## config.mk

```make
export PLATFORM = sky130hd
export DESIGN_NAME = icache_resp
export DESIGN_NICKNAME = d
export VERILOG_FILES = /design/src/rtl/icache_resp.sv
export SDC_FILE = /design/constraint.sdc
export NUM_CORES = 1
export LEC_CHECK = 0
export ABC_CLOCK_PERIOD_IN_PS = 2450
export BUFFER_PORTS_ARGS = -buffer_cell sky130_fd_sc_hd__buf_2
export CAP_MARGIN = 10
export CORE_MARGIN = 4
export CORE_UTILIZATION = 30
export CTS_BUF_LIST = sky130_fd_sc_hd__clkbuf_2
export DETAILED_ROUTE_END_ITERATION = 12
export PLACE_DENSITY = 0.44
export SLEW_MARGIN = 40
export SYNTH_ARGS = -nofsm -noshare
export SYNTH_HDL_FRONTEND = slang
export SYNTH_SLANG_ARGS = --single-unit
```

## constraint.sdc

```tcl
create_clock -name clk -period 2.45 [get_ports clk]
set_input_delay 0.49 -clock clk [delete_from_list [all_inputs] [get_ports clk]]
set_output_delay 0.49 -clock clk [all_outputs]
set_load 0.005 [all_outputs]
```

## src/rtl/icache_resp.sv

```systemverilog
// icache_resp: fetch-side responder; direct-mapped cache of 4-word lines (ICACHE_EN) over an AXI read port.
// Latency: hit 1 cycle, refill >= 7, uncached >= 4; icache_stall backpressures the PC stage until the word is presented.
module icache_resp #(
    parameter int         INDEX_W = 7,
    parameter logic [3:0] AXI_ID  = 4'h0
) (
    input  logic        clk,
    input  logic        rst_n,
    input  logic        inst_sram_en,
    input  logic [31:0] inst_sram_addr,
    output logic [31:0] inst_sram_rdata,
    output logic        icache_ask,
    output logic        icache_stall,
    output logic [3:0]  arid,
    output logic [31:0] araddr,
    output logic [7:0]  arlen,
    output logic [2:0]  arsize,
    output logic [1:0]  arburst,
    output logic        arvalid,
    input  logic        arready,
    input  logic [31:0] rdata,
    input  logic        rlast,
    input  logic        rvalid,
    output logic        rready
);
    localparam logic [2:0] LOOKUP  = 3'd0;
    localparam logic [2:0] MISS_AR = 3'd1;
    localparam logic [2:0] REFILL  = 3'd2;
    localparam logic [2:0] UC_AR   = 3'd3;
    localparam logic [2:0] UC_R    = 3'd4;
    localparam logic [2:0] RESP    = 3'd5;

    logic [2:0]  state_q, state_d;
    logic        req_vld_q, req_vld_d;
    logic [31:0] req_addr_q, req_addr_d;
    logic [31:0] last_q, last_d;
    logic [31:0] lbuf_q [4];
    logic [31:0] lbuf_d [4];
    logic [1:0]  beat_q, beat_d;

    logic [31:0] paddr;
    logic [1:0]  off;
    logic        hit;
    logic        uncached;
    logic [31:0] hit_word;

    assign paddr = {3'b000, req_addr_q[28:0]};
    assign off   = req_addr_q[3:2];

`ifdef ICACHE_EN
    localparam int TAG_W = 28 - INDEX_W;
    localparam int LINES = 1 << INDEX_W;

    logic [LINES-1:0]   valid_q;
    logic [TAG_W-1:0]   tag_q  [LINES];
    logic [31:0]        data_q [LINES][4];
    logic [INDEX_W-1:0] idx;
    logic [TAG_W-1:0]   tag;
    logic               fill_we;

    assign idx      = paddr[4+INDEX_W-1:4];
    assign tag      = paddr[31:4+INDEX_W];
    assign uncached = (req_addr_q[31:29] == 3'b101);
    // Arrays are read combinationally from the registered request, so a fill in RESP is visible to the next lookup.
    assign hit      = valid_q[idx] & (tag_q[idx] == tag) & ~uncached;
    assign hit_word = data_q[idx][off];
    assign fill_we  = (state_q == RESP) & ~uncached;

    always_ff @(posedge clk or negedge rst_n) begin
        if (!rst_n) begin
            valid_q <= '0;
        end else if (fill_we) begin
            valid_q[idx] <= 1'b1;
        end
    end

    always_ff @(posedge clk) begin
        if (fill_we) begin
            tag_q[idx] <= tag;
            for (int w = 0; w < 4; w++) begin
                data_q[idx][w] <= lbuf_q[w];
            end
        end
    end
`else
    localparam int unused_index_w = INDEX_W;
    logic unused_bits;
    assign unused_bits = ^{req_addr_q[31:29], rlast};
    assign uncached    = 1'b1;
    assign hit         = 1'b0;
    assign hit_word    = '0;
`endif

    always_comb begin
        icache_stall = 1'b0;
        case (state_q)
            MISS_AR, REFILL, UC_AR, UC_R: icache_stall = 1'b1;
            LOOKUP:                       icache_stall = req_vld_q & ~hit;
            default:                      icache_stall = 1'b0;
        endcase
    end

    assign icache_ask = inst_sram_en & ((state_q == LOOKUP) | (state_q == RESP)) & ~icache_stall;

    assign arid    = AXI_ID;
    assign arsize  = 3'd2;
    assign arburst = 2'b01;
    assign arvalid = (state_q == MISS_AR) | (state_q == UC_AR);
    assign araddr  = (state_q == MISS_AR) ? {paddr[31:4], 4'b0000} :
                     (state_q == UC_AR)   ? paddr : 32'd0;
    assign arlen   = (state_q == MISS_AR) ? 8'd3 : 8'd0;
    assign rready  = (state_q == REFILL) | (state_q == UC_R);

    assign inst_sram_rdata = (state_q == RESP)                     ? lbuf_q[off] :
                             ((state_q == LOOKUP) & req_vld_q & hit) ? hit_word :
                             last_q;

    always_comb begin
        state_d    = state_q;
        req_vld_d  = req_vld_q;
        req_addr_d = req_addr_q;
        lbuf_d     = lbuf_q;
        beat_d     = beat_q;
        last_d     = inst_sram_rdata;
        case (state_q)
            LOOKUP: begin
                if (req_vld_q & ~hit) begin
                    state_d = uncached ? UC_AR : MISS_AR;
                end
            end
            MISS_AR: begin
                beat_d = 2'd0;
                if (arready) state_d = REFILL;
            end
            REFILL: begin
                if (rvalid) begin
                    lbuf_d[beat_q] = rdata;
                    beat_d         = beat_q + 2'd1;
                    if (rlast) state_d = RESP;
                end
            end
            UC_AR: begin
                if (arready) state_d = UC_R;
            end
            UC_R: begin
                if (rvalid) begin
                    lbuf_d[off] = rdata;
                    state_d     = RESP;
                end
            end
            RESP:    state_d = LOOKUP;
            default: state_d = LOOKUP;
        endcase
        // A request is consumed by the state that sees it; a fresh one may arrive in LOOKUP or RESP.
        if (icache_ask) begin
            req_vld_d  = 1'b1;
            req_addr_d = inst_sram_addr;
        end else if ((state_q == LOOKUP) | (state_q == RESP)) begin
            req_vld_d = 1'b0;
        end
    end

    always_ff @(posedge clk or negedge rst_n) begin
        if (!rst_n) begin
            state_q    <= LOOKUP;
            req_vld_q  <= 1'b0;
            req_addr_q <= '0;
            last_q     <= '0;
            lbuf_q     <= '{default: '0};
            beat_q     <= 2'd0;
        end else begin
            state_q    <= state_d;
            req_vld_q  <= req_vld_d;
            req_addr_q <= req_addr_d;
            last_q     <= last_d;
            lbuf_q     <= lbuf_d;
            beat_q     <= beat_d;
        end
    end
endmodule

```

Yosys cells after proc, flatten, opt, wreduce, memory -nomap -nowiden
Index checks and enable logic that the tools add are counted.

Memory bits (writable): 0. Register bits: 195. Bits of input ports: 70. Memory bits (read-only): 0. Memories: 0. Output and inout bits: 85. Latch bits: 0.

Muxes and demuxes: 28. Magnitude comparators: 4. Bitwise logic cells: 8. Divide/modulo/power cells: 0. Add/sub/neg operators: 1. Reduce and logical (&&, ||, !) cells: 10. Multipliers: 0. Shift-type cells: 0. Equality and inequality tests: 11.

Operators with widths (number): bitwise mux 128 bit (2); two-way mux 128 bit (2); one-hot mux 128 bit (2 select lines) (1); two-way mux 32 bit (5); demux 32 bit (select 2 bit) (2); binary-select mux 32 bit (select 2 bit) (1); two-way mux 29 bit (2); two-way mux 3 bit (6); one-hot mux 3 bit (5 select lines) (1); inequality test 2 bit (second input constant) (6); == test 3 x 2 -> 1 bit (second input constant) (2); == test 3 bit (second input constant) (2); >= comparator 3 bit (second input constant) (2); < comparator 3 x 1 -> 1 bit (second input constant) (2); inverter 2 -> 3 bit (2); AND reduction 6 bit (1); nonzero test 2 bit (3); two-way mux 2 bit (2); one-hot mux 2 bit (2 select lines) (1); OR reduction 4 bit (1); == test 3 x 1 -> 1 bit (second input constant) (1); logical NOT 3 bit (1); OR 1 bit (3); AND reduction 3 bit (1); 7 further kinds (10).

Logic depth before layout (Yosys ltp)
Gate-level depths: netlist (run 1).

Depth in word-level cells: 8. Mapped depth: 6. Depth with buffers taken out: 5.

Worst setup path after synthesis (run 1)
OpenSTA, ideal clock, no wires.

Path kind: register to output. From: register req_addr_q[2]. To: output inst_sram_rdata[10]. Data arrival time: 1.830 ns. Cell stages (with the launch flop): 5. Required time: 1.960 ns. Slack: 0.130 ns. Cells stage by stage: dfrtp_1 clkbuf_1 buf_2 mux4_2 mux2_2.

Longest elaborated chain between the ends: 5.

RTL lines: start, declared (line 35) `logic [31:0] req_addr_q, req_addr_d;`; start signal, assigned (line 174) `req_addr_q <= req_addr_d;`; inverter 2 -> 3 bit (not written as such) (line 114) `assign inst_sram_rdata = (state_q == RESP) ? lbuf_q[off] :`; binary-select mux 32 bit (select 2 bit) (line 114); two-way mux 32 bit (not written as such) (2 in series) (line 114); two-way mux 32 bit (line 114); end, declared (line 11) `output logic [31:0] inst_sram_rdata,`.

Every way passes these cells. The select of a mux whose other input is x is not followed.

Worst setup path after layout (run 1)
From: register req_addr_q[2]. To: output inst_sram_rdata[9].

The elaborated chain is that of the path after synthesis.

==> out/results.tsv, run 1 <==
metric	value	unit
outcome	complete, but fails checks	
failing checks	negative setup slack	
FF-to-FF Start	state_q[1]	
cts bufs inserted	17	
Clk Latency, worst-skew pair	0.75	ns
initial antenna violation count	1	
core area	0.0281	sq mm
Hold Path End	req_vld_q	
I/O Pins	155	
share of layout cells above drive strength 1	57.8	%
Critical path buffers and inverters	3	
Final Slew Violations	0	
clk_skew	0.0598	ns
total die area	0.0316	sq mm
Initial DRT Pass Iterations	4	
Leak	5.19	nW
WL final	21200	microns
Buffers on Ports	133	
PwrDens	1210	mW/mm^2
setup violators final	59	
Period minus WS final	2.91	ns
Antenna Nets Post-Route	0	
Synth Area in XOR/XNOR	0.203	%
GP Congestion	0.719	
Final nets	859	
R2R Setup Slk	0.08	ns
TritonCTS Sinks	195	
DRT iter0 DRCs	126	
Synth Area in Simple Gates	4.11	%
Avg WL per Cell	18.0	microns
Chip Height	178	microns
pin count of the biggest net entering global routing	74	
most frequent cells in the layout	193 x dfrtp_1, 156 x mux2_2, 80 x buf_2	
Slew @ Worst Pin	0.663	ns
row count	61	
crit-path max cell delay	0.50	ns
max cap viols	0	
Area growth syn-to-layout	33.4	%
reg-to-reg endpoint	lbuf_q[97]	
H-tree depth	4	
Synth Area per Inst	15.3	sq um
crit-path leading delay family	multiplexers	
crit-path cells	buf_12 -> clkbuf_16 -> mux4_2 -> mux2_4 -> buf_6	
largest fanout on the critical path	6	
clock slew at reported path FFs	0.28	ns
Total Power	0.0139	W
slowest stage cell, crit path	dfrtp_2	
Max Root-Sink Buffers	2	
Multi-input gate area	0.00372	sq mm
design area	0.0115	sq mm
die width	178	microns
min-delay src	inst_sram_en	
post-synthesis mux area share	33.0	%
detailed route wirelength on metal3	1070	microns
Final HPWL DP	13000	microns
crit path kind	reg2out	
final worst slack	-0.462	ns
Mapped Cells	565	
CTS tree	done	
Yosys Warn Count	0	
M1 WL	9280	microns
worst r2r path cells	6	
vias in the first global route	5986	
fill cell count	2675	
Compound-Gate Fraction of Synth Area	1.75	%
WL met2	10700	microns
Hold Path Depth	3	
crit path DAT	2.42	ns
via-per-instance ratio	4.53	
Startpoint Class	flip-flop	
CTS root buf	clkbuf_2	
GRT Total Usage	13.5	%
Reg area	0.00488	sq mm
total congestion overflow	0	
VDD IR max	470	uV
fmax	343	MHz
sequential element share of the synthesized area	56.4	%
Cell variety after synth	34	
first-pass GRT wire length	33200	microns
largest family of logic cells by synthesized area	multiplexers	
Top Metal Used	met4	
Syn Std Cell Area	0.00865	sq mm
crit path capture type	primary output	
placed cell areas	0.00990	sq mm
vias	5331	
worst min path class	in2reg	
starting density of the core	30.8	%
final-report hold violation count	0	
relative slew slack	55.8	%
unrepaired setup endpoints after global routing	true	
Tcrit/Tclk final	119	%
Yosys reg bits	195	
DRC violations left	0	
commonest non-fill, non-tap cell in the layout	dfrtp_1	
CP required	1.96	ns
Synth Area in Adders	0.579	%
power breakdown:
| part | internal [W] | switching (W) | total [W] |
|---|---|---|---|
| clock | 0.000398 | 0.00118 | 0.00158 |
| combinational | 0.00431 | 0.00253 | 0.00683 |
| sequential | 0.00478 | 0.000744 | 0.00553 |
worst min-delay path, cell delays in order:
cell,delay (ns)
buf_2,0.10
a22oi_1,0.07
o21ai_0,0.17
cells by family (layout without fill, tap and decap cells):
family | Yosys count | count (layout)
and+or+nand+nor | 62 | 62
buffers and inverters | 58 | 275
muxes | 221 | 221
other | 2 | 19
DFF | 195 | 195
AOI/OAI and AO/OA | 21 | 21
xor gates and xnor gates | 2 | 2
adders and majority gates | 4 | 4
state kept, by name, summed over array words and instances (netlist names):
signal / flops
beat_q: 2
last_q: 32
lbuf_q: 128
req_addr_q: 29
req_vld_q: 1
state_q: 3
worst max path at each step:
stage,start,endpoint,slack (ns),cells after the start
2_1_floorplan,req_addr_q[2],inst_sram_rdata[10],0.13,4
3_3_place_gp,state_q[1],lbuf_q[106],0.28,5
3_5_place_dp,state_q[0],lbuf_q[72],0.27,6
4_1_cts,req_addr_q[2],inst_sram_rdata[27],-0.61,4
5_1_grt,req_addr_q[2],inst_sram_rdata[9],-0.64,5
6_report,req_addr_q[2],inst_sram_rdata[9],-0.46,5
per-layer routing:
metal	vias to the layer above	global-route usage [%]
li1	2432	-
met1	2780	17.8
met2	109	22.5
met3	10	3.86
met4	0	2.35
met5	-	0
synthesized netlist by cell type:
cell | count | share of area, %
nor2b_1 | 2 | 0.14
mux2_1 | 12 | 1.6
nand3b_1 | 2 | 0.17
mux2_2 | 177 | 23
buf_4 | 20 | 1.7
xnor2_1 | 2 | 0.20
or2_2 | 1 | 0.072
nand2b_1 | 1 | 0.072
ha_1 | 4 | 0.58
a21o_1 | 2 | 0.17
a21oi_2 | 3 | 0.30
buf_6 | 3 | 0.39
buf_1 | 4 | 0.17
a31o_2 | 1 | 0.10
a22oi_1 | 3 | 0.26
a21oi_1 | 4 | 0.23
conb_1 | 2 | 0.087
or3b_4 | 1 | 0.13
clkbuf_1 | 11 | 0.48
nor2_1 | 5 | 0.22
nand3_1 | 3 | 0.17
a221oi_1 | 2 | 0.20
o21ai_0 | 5 | 0.29
nor3b_1 | 2 | 0.17
inv_1 | 4 | 0.17
mux4_2 | 32 | 8.3
or3_4 | 1 | 0.13
dfrtp_1 | 195 | 56
buf_2 | 16 | 0.93
nand2_1 | 11 | 0.48
and3_1 | 4 | 0.29
nor3_1 | 3 | 0.17
and2_1 | 26 | 1.9
a21oi_4 | 1 | 0.19
per-stage QoR:
step                      std cells  util [%]  setup WS [ns]  hold slack [ns]  TNS [ns]
after global routing           1177      41.1         -0.637           0.0427    -26.91
after global placement         1065      35.2          0.284            0.461         0
final                          1177      41.1         -0.462            0.123    -15.41
after floorplan                 581         -          0.130            0.194         0
after detailed placement       1065      35.2          0.272            0.475         0
after CTS                      1169      39.2         -0.610          0.00919    -22.82
layout make-up:
cell class,instances,area share [%]
clock inverters,15,1.25
multi-input cells,328,32.3
well taps,378,4.10
repair buffers,239,19.2
clock buffers,17,0.738
inverters,4,0.130
diodes,1,0.0217
flip-flops and latches,195,42.3
what timing repair did:
item                                    4_1_cts  5_1_grt
hold buffers                                 65        0
buffers inserted                              4        5
gates cloned                                  4        2
pin swaps                                     1       31
endpoints found under the setup margin       66       66
gates resized for setup                      39       91
hold endpoints to repair                    224        0
No activity file was read; power rests on OpenSTA's default activity.
==> run 2: changes to the inputs <==
ABC_AREA = 1   (was unset)
==> run 2 against run 1 <==
Compared with the run above: the run still ends with negative setup slack left; clock skew decreased by 0.0073 ns; sequential share of layout area is 2.6 points lower; worst setup slack improved by 0.12 ns; hold slack gained 0.053 ns; flip-flop and latch count is the same; synthesized cell count is 100% higher; first-iteration DRC count grew to 3.3 times the previous value; via count up 48%; area after synthesis increased by 2.5%; critical path depth grew 5; cell count increased by 53%; global-route usage grew 3.8 points; critical path type unchanged; largest cell class unchanged; largest power group unchanged.
==> out/results.tsv, run 2 <==
metric	value	unit	change
total die area	0.0324	sq mm	+2.4%
Most used DFF post-synth	dfrtp_1		
Hold Path Depth	7		+4
final worst slack	-0.339	ns	+0.123 ns
Buffers on Ports	133		unchanged
reg-to-reg endpoint	last_q[25]		
design area	0.0123	sq mm	+6.7%
max cap viols	0		unchanged
DRT iter0 DRCs	420		+230%
Synth async-reset ratio	100	%	unchanged
vias in the first global route	8032		+34%
setup violators final	66		+12%
core area	0.0289	sq mm	+3.0%
Startpoint Class	flip-flop		
Multi-input gate area	0.00394	sq mm	+5.8%
crit path kind	reg2out		
CP required	1.96	ns	about the same
Chip Height	180	microns	+1.2%
Reg area	0.00488	sq mm	about the same
GRT Total Usage	17.3	%	+3.8 points
first-pass GRT wire length	45000	microns	+36%
post-synth top area share	55.1	%	-1.4 points
Final Slew Violations	0		unchanged
vias	7875		+48%
Period minus WS final	2.79	ns	-0.123 ns
crit-path cells	buf_6 -> inv_6 -> nor2_4 -> buf_12 -> clkbuf_16 -> nand2_1 -> nand4_1 -> nand2_1 -> nand2_1 -> buf_2		
Final HPWL DP	16300	microns	+26%
VDD IR max	445	uV	-5.4%
largest fanout on the critical path	8		+2
starting density of the core	30.6	%	-0.15 points
post-synth top area cell	dfrtp_1		
PwrDens	1130	mW/mm^2	-6.5%
max FFs per register	128		unchanged
sum of negative setup slack	-12.29	ns	+3.13 ns
Leak	6.73	nW	+30%
Place WS	0.280	ns	+0.00785 ns
clock slew at reported path FFs	0.33	ns	+0.05 ns
initial antenna violation count	1		unchanged
worst r2r path cells	17		+11
Yosys Warn Count	0		unchanged
most frequent cells in the layout	606 x nand2_1, 191 x dfrtp_1, 125 x buf_2		
clk_skew	0.0525	ns	-0.00728 ns
number of flops mapped to enable cells by yosys	0		unchanged
R2R Setup Slk	0.13	ns	+0.05 ns
count leader, synth	nand2_1		
crit path DAT	2.30	ns	-0.12 ns
Post-synth top cells	665 x nand2_1, 195 x dfrtp_1, 74 x nand3_1		
Mapped Cells	1151		+100%
Hold Path End	state_q[0]		
H-tree depth	4		unchanged
placed cell areas	0.0100	sq mm	+1.0%
top area cells in the synthesized netlist	dfrtp_1 55%, nand2_1 28%, nand3_1 4.2%		
sequential element share of the synthesized area	55.1	%	-1.4 points
CP most frequent cell	nand2_1		
Max Root-Sink Buffers	2		unchanged
slowest stage cell, crit path	dfrtp_1		
failing checks	negative setup slack		
relative slew slack	63.4	%	+7.6 points
Clk Latency, worst-skew pair	0.78	ns	+0.03 ns
via-per-instance ratio	4.38		-3.4%
Cell variety after synth	19		-44%
crit-path max cell delay	0.49	ns	about the same
CTS tree	done		
Synth Area per Inst	7.70	sq um	-50%
worst min path class	in2reg		
fill cell count	2975		+11%
I/O Pins	155		unchanged
crit path capture type	primary output		
cts bufs inserted	17		unchanged
die width	180	microns	+1.2%
fmax	359	MHz	+4.4%
Avg WL per Cell	15.8	microns	-12%
row count	62		+1.6%
GP Congestion	0.751		+4.4%
outcome	complete, but fails checks		
WL final	28500	microns	+34%
Antenna Nets Post-Route	0		unchanged
Syn Std Cell Area	0.00886	sq mm	+2.5%
pin count of the biggest net entering global routing	64		-14%
commonest non-fill, non-tap cell in the layout	nand2_1		
Area growth syn-to-layout	38.9	%	
DRC violations left	0		unchanged
TritonCTS Sinks	195		unchanged
CTS root buf	clkbuf_2		
unrepaired setup endpoints after global routing	true		
final-report hold violation count	0		unchanged
total congestion overflow	0		unchanged
min-delay src	rlast		
Final nets	1476		+72%
FF-to-FF Start	req_addr_q[3]		
Total Power	0.0139	W	-0.20%
Initial DRT Pass Iterations	5		+1
Yosys reg bits	195		unchanged
Slew @ Worst Pin	0.550	ns	-0.114 ns
share of layout cells above drive strength 1	26.6	%	-31 points
Regs by FF count	lbuf_q: 128 flops, last_q: 32 flops, req_addr_q: 29 flops		
Tcrit/Tclk final	114	%	-5.0 points
Biggest register	lbuf_q		
run 2: power by group:
part / leakage (nW) / internal (W) / switching, W
combinational: 4.05 / 0.00300 / 0.00387
sequential: 2.53 / 0.00453 / 0.000802
clock: 0.148 / 0.000423 / 0.00129
run 2: layout make-up:
class / instances / area share (%)
diodes: 1 / 0.0203
clock buffers: 17 / 0.691
clock inverters: 15 / 1.32
inverters: 52 / 1.81
multi-input cells: 844 / 32.0
flip-flops and latches: 195 / 39.7
well taps: 384 / 3.90
repair buffers: 290 / 20.3
repair inverters: 2 / 0.254
run 2: cell families after synthesis:
| logic type | synth area share (%) |
|---|---|
| other | 0.0847 |
| buffers and inverters | 6.93 |
| AOI/OAI and AO/OA | 0.169 |
| and+or+nand+nor | 37.2 |
| adders and majority gates | 0.565 |
| DFF | 55.1 |
run 2: routing by layer:
metal / part of all wire [%] / global-route usage, % / routed length, microns
met1: 47 / 23.7 / 13300
met2: 49 / 29.4 / 14000
met3: 3.3 / 2.95 / 953
met4: 0.63 / 2.86 / 180
met5: 0 / 0 / 0
run 2: worst max-delay path: cells and delay by family (launching register included):
family | cells | cell delay (ns)
buffers and inverters | 5 | 0.67
flip-flops | 1 | 0.49
AND/OR/NAND/NOR | 5 | 0.37
run 2: worst max-delay path by stage:
stage	from	endpoint	cells after the start
2_1_floorplan	state_q[1]	icache_ask	7
3_3_place_gp	state_q[2]	icache_ask	7
3_5_place_dp	state_q[2]	icache_ask	7
4_1_cts	req_addr_q[3]	inst_sram_rdata[10]	9
5_1_grt	req_addr_q[3]	inst_sram_rdata[10]	10
6_report	req_addr_q[3]	inst_sram_rdata[10]	10
run 2: stage by stage:
stage / hold slack [ns] / util (%) / cells
after global placement: 0.454 / 34.5 / 1641
after detailed placement: 0.458 / 34.5 / 1641
final: 0.177 / 42.5 / 1800
after floorplan: 0.194 / - / 1167
after global routing: 0.106 / 42.5 / 1800
after CTS: 0.00131 / 40.4 / 1780
run 2: repair_timing:
action                                  in CTS  in global routing
cloned                                       8                  4
hold endpoints to repair                   217                  1
pin swaps                                   11                 44
buffers inserted                            37                 20
resized for setup                          103                119
endpoints found under the setup margin      66                 68
hold buffers                                63                  1
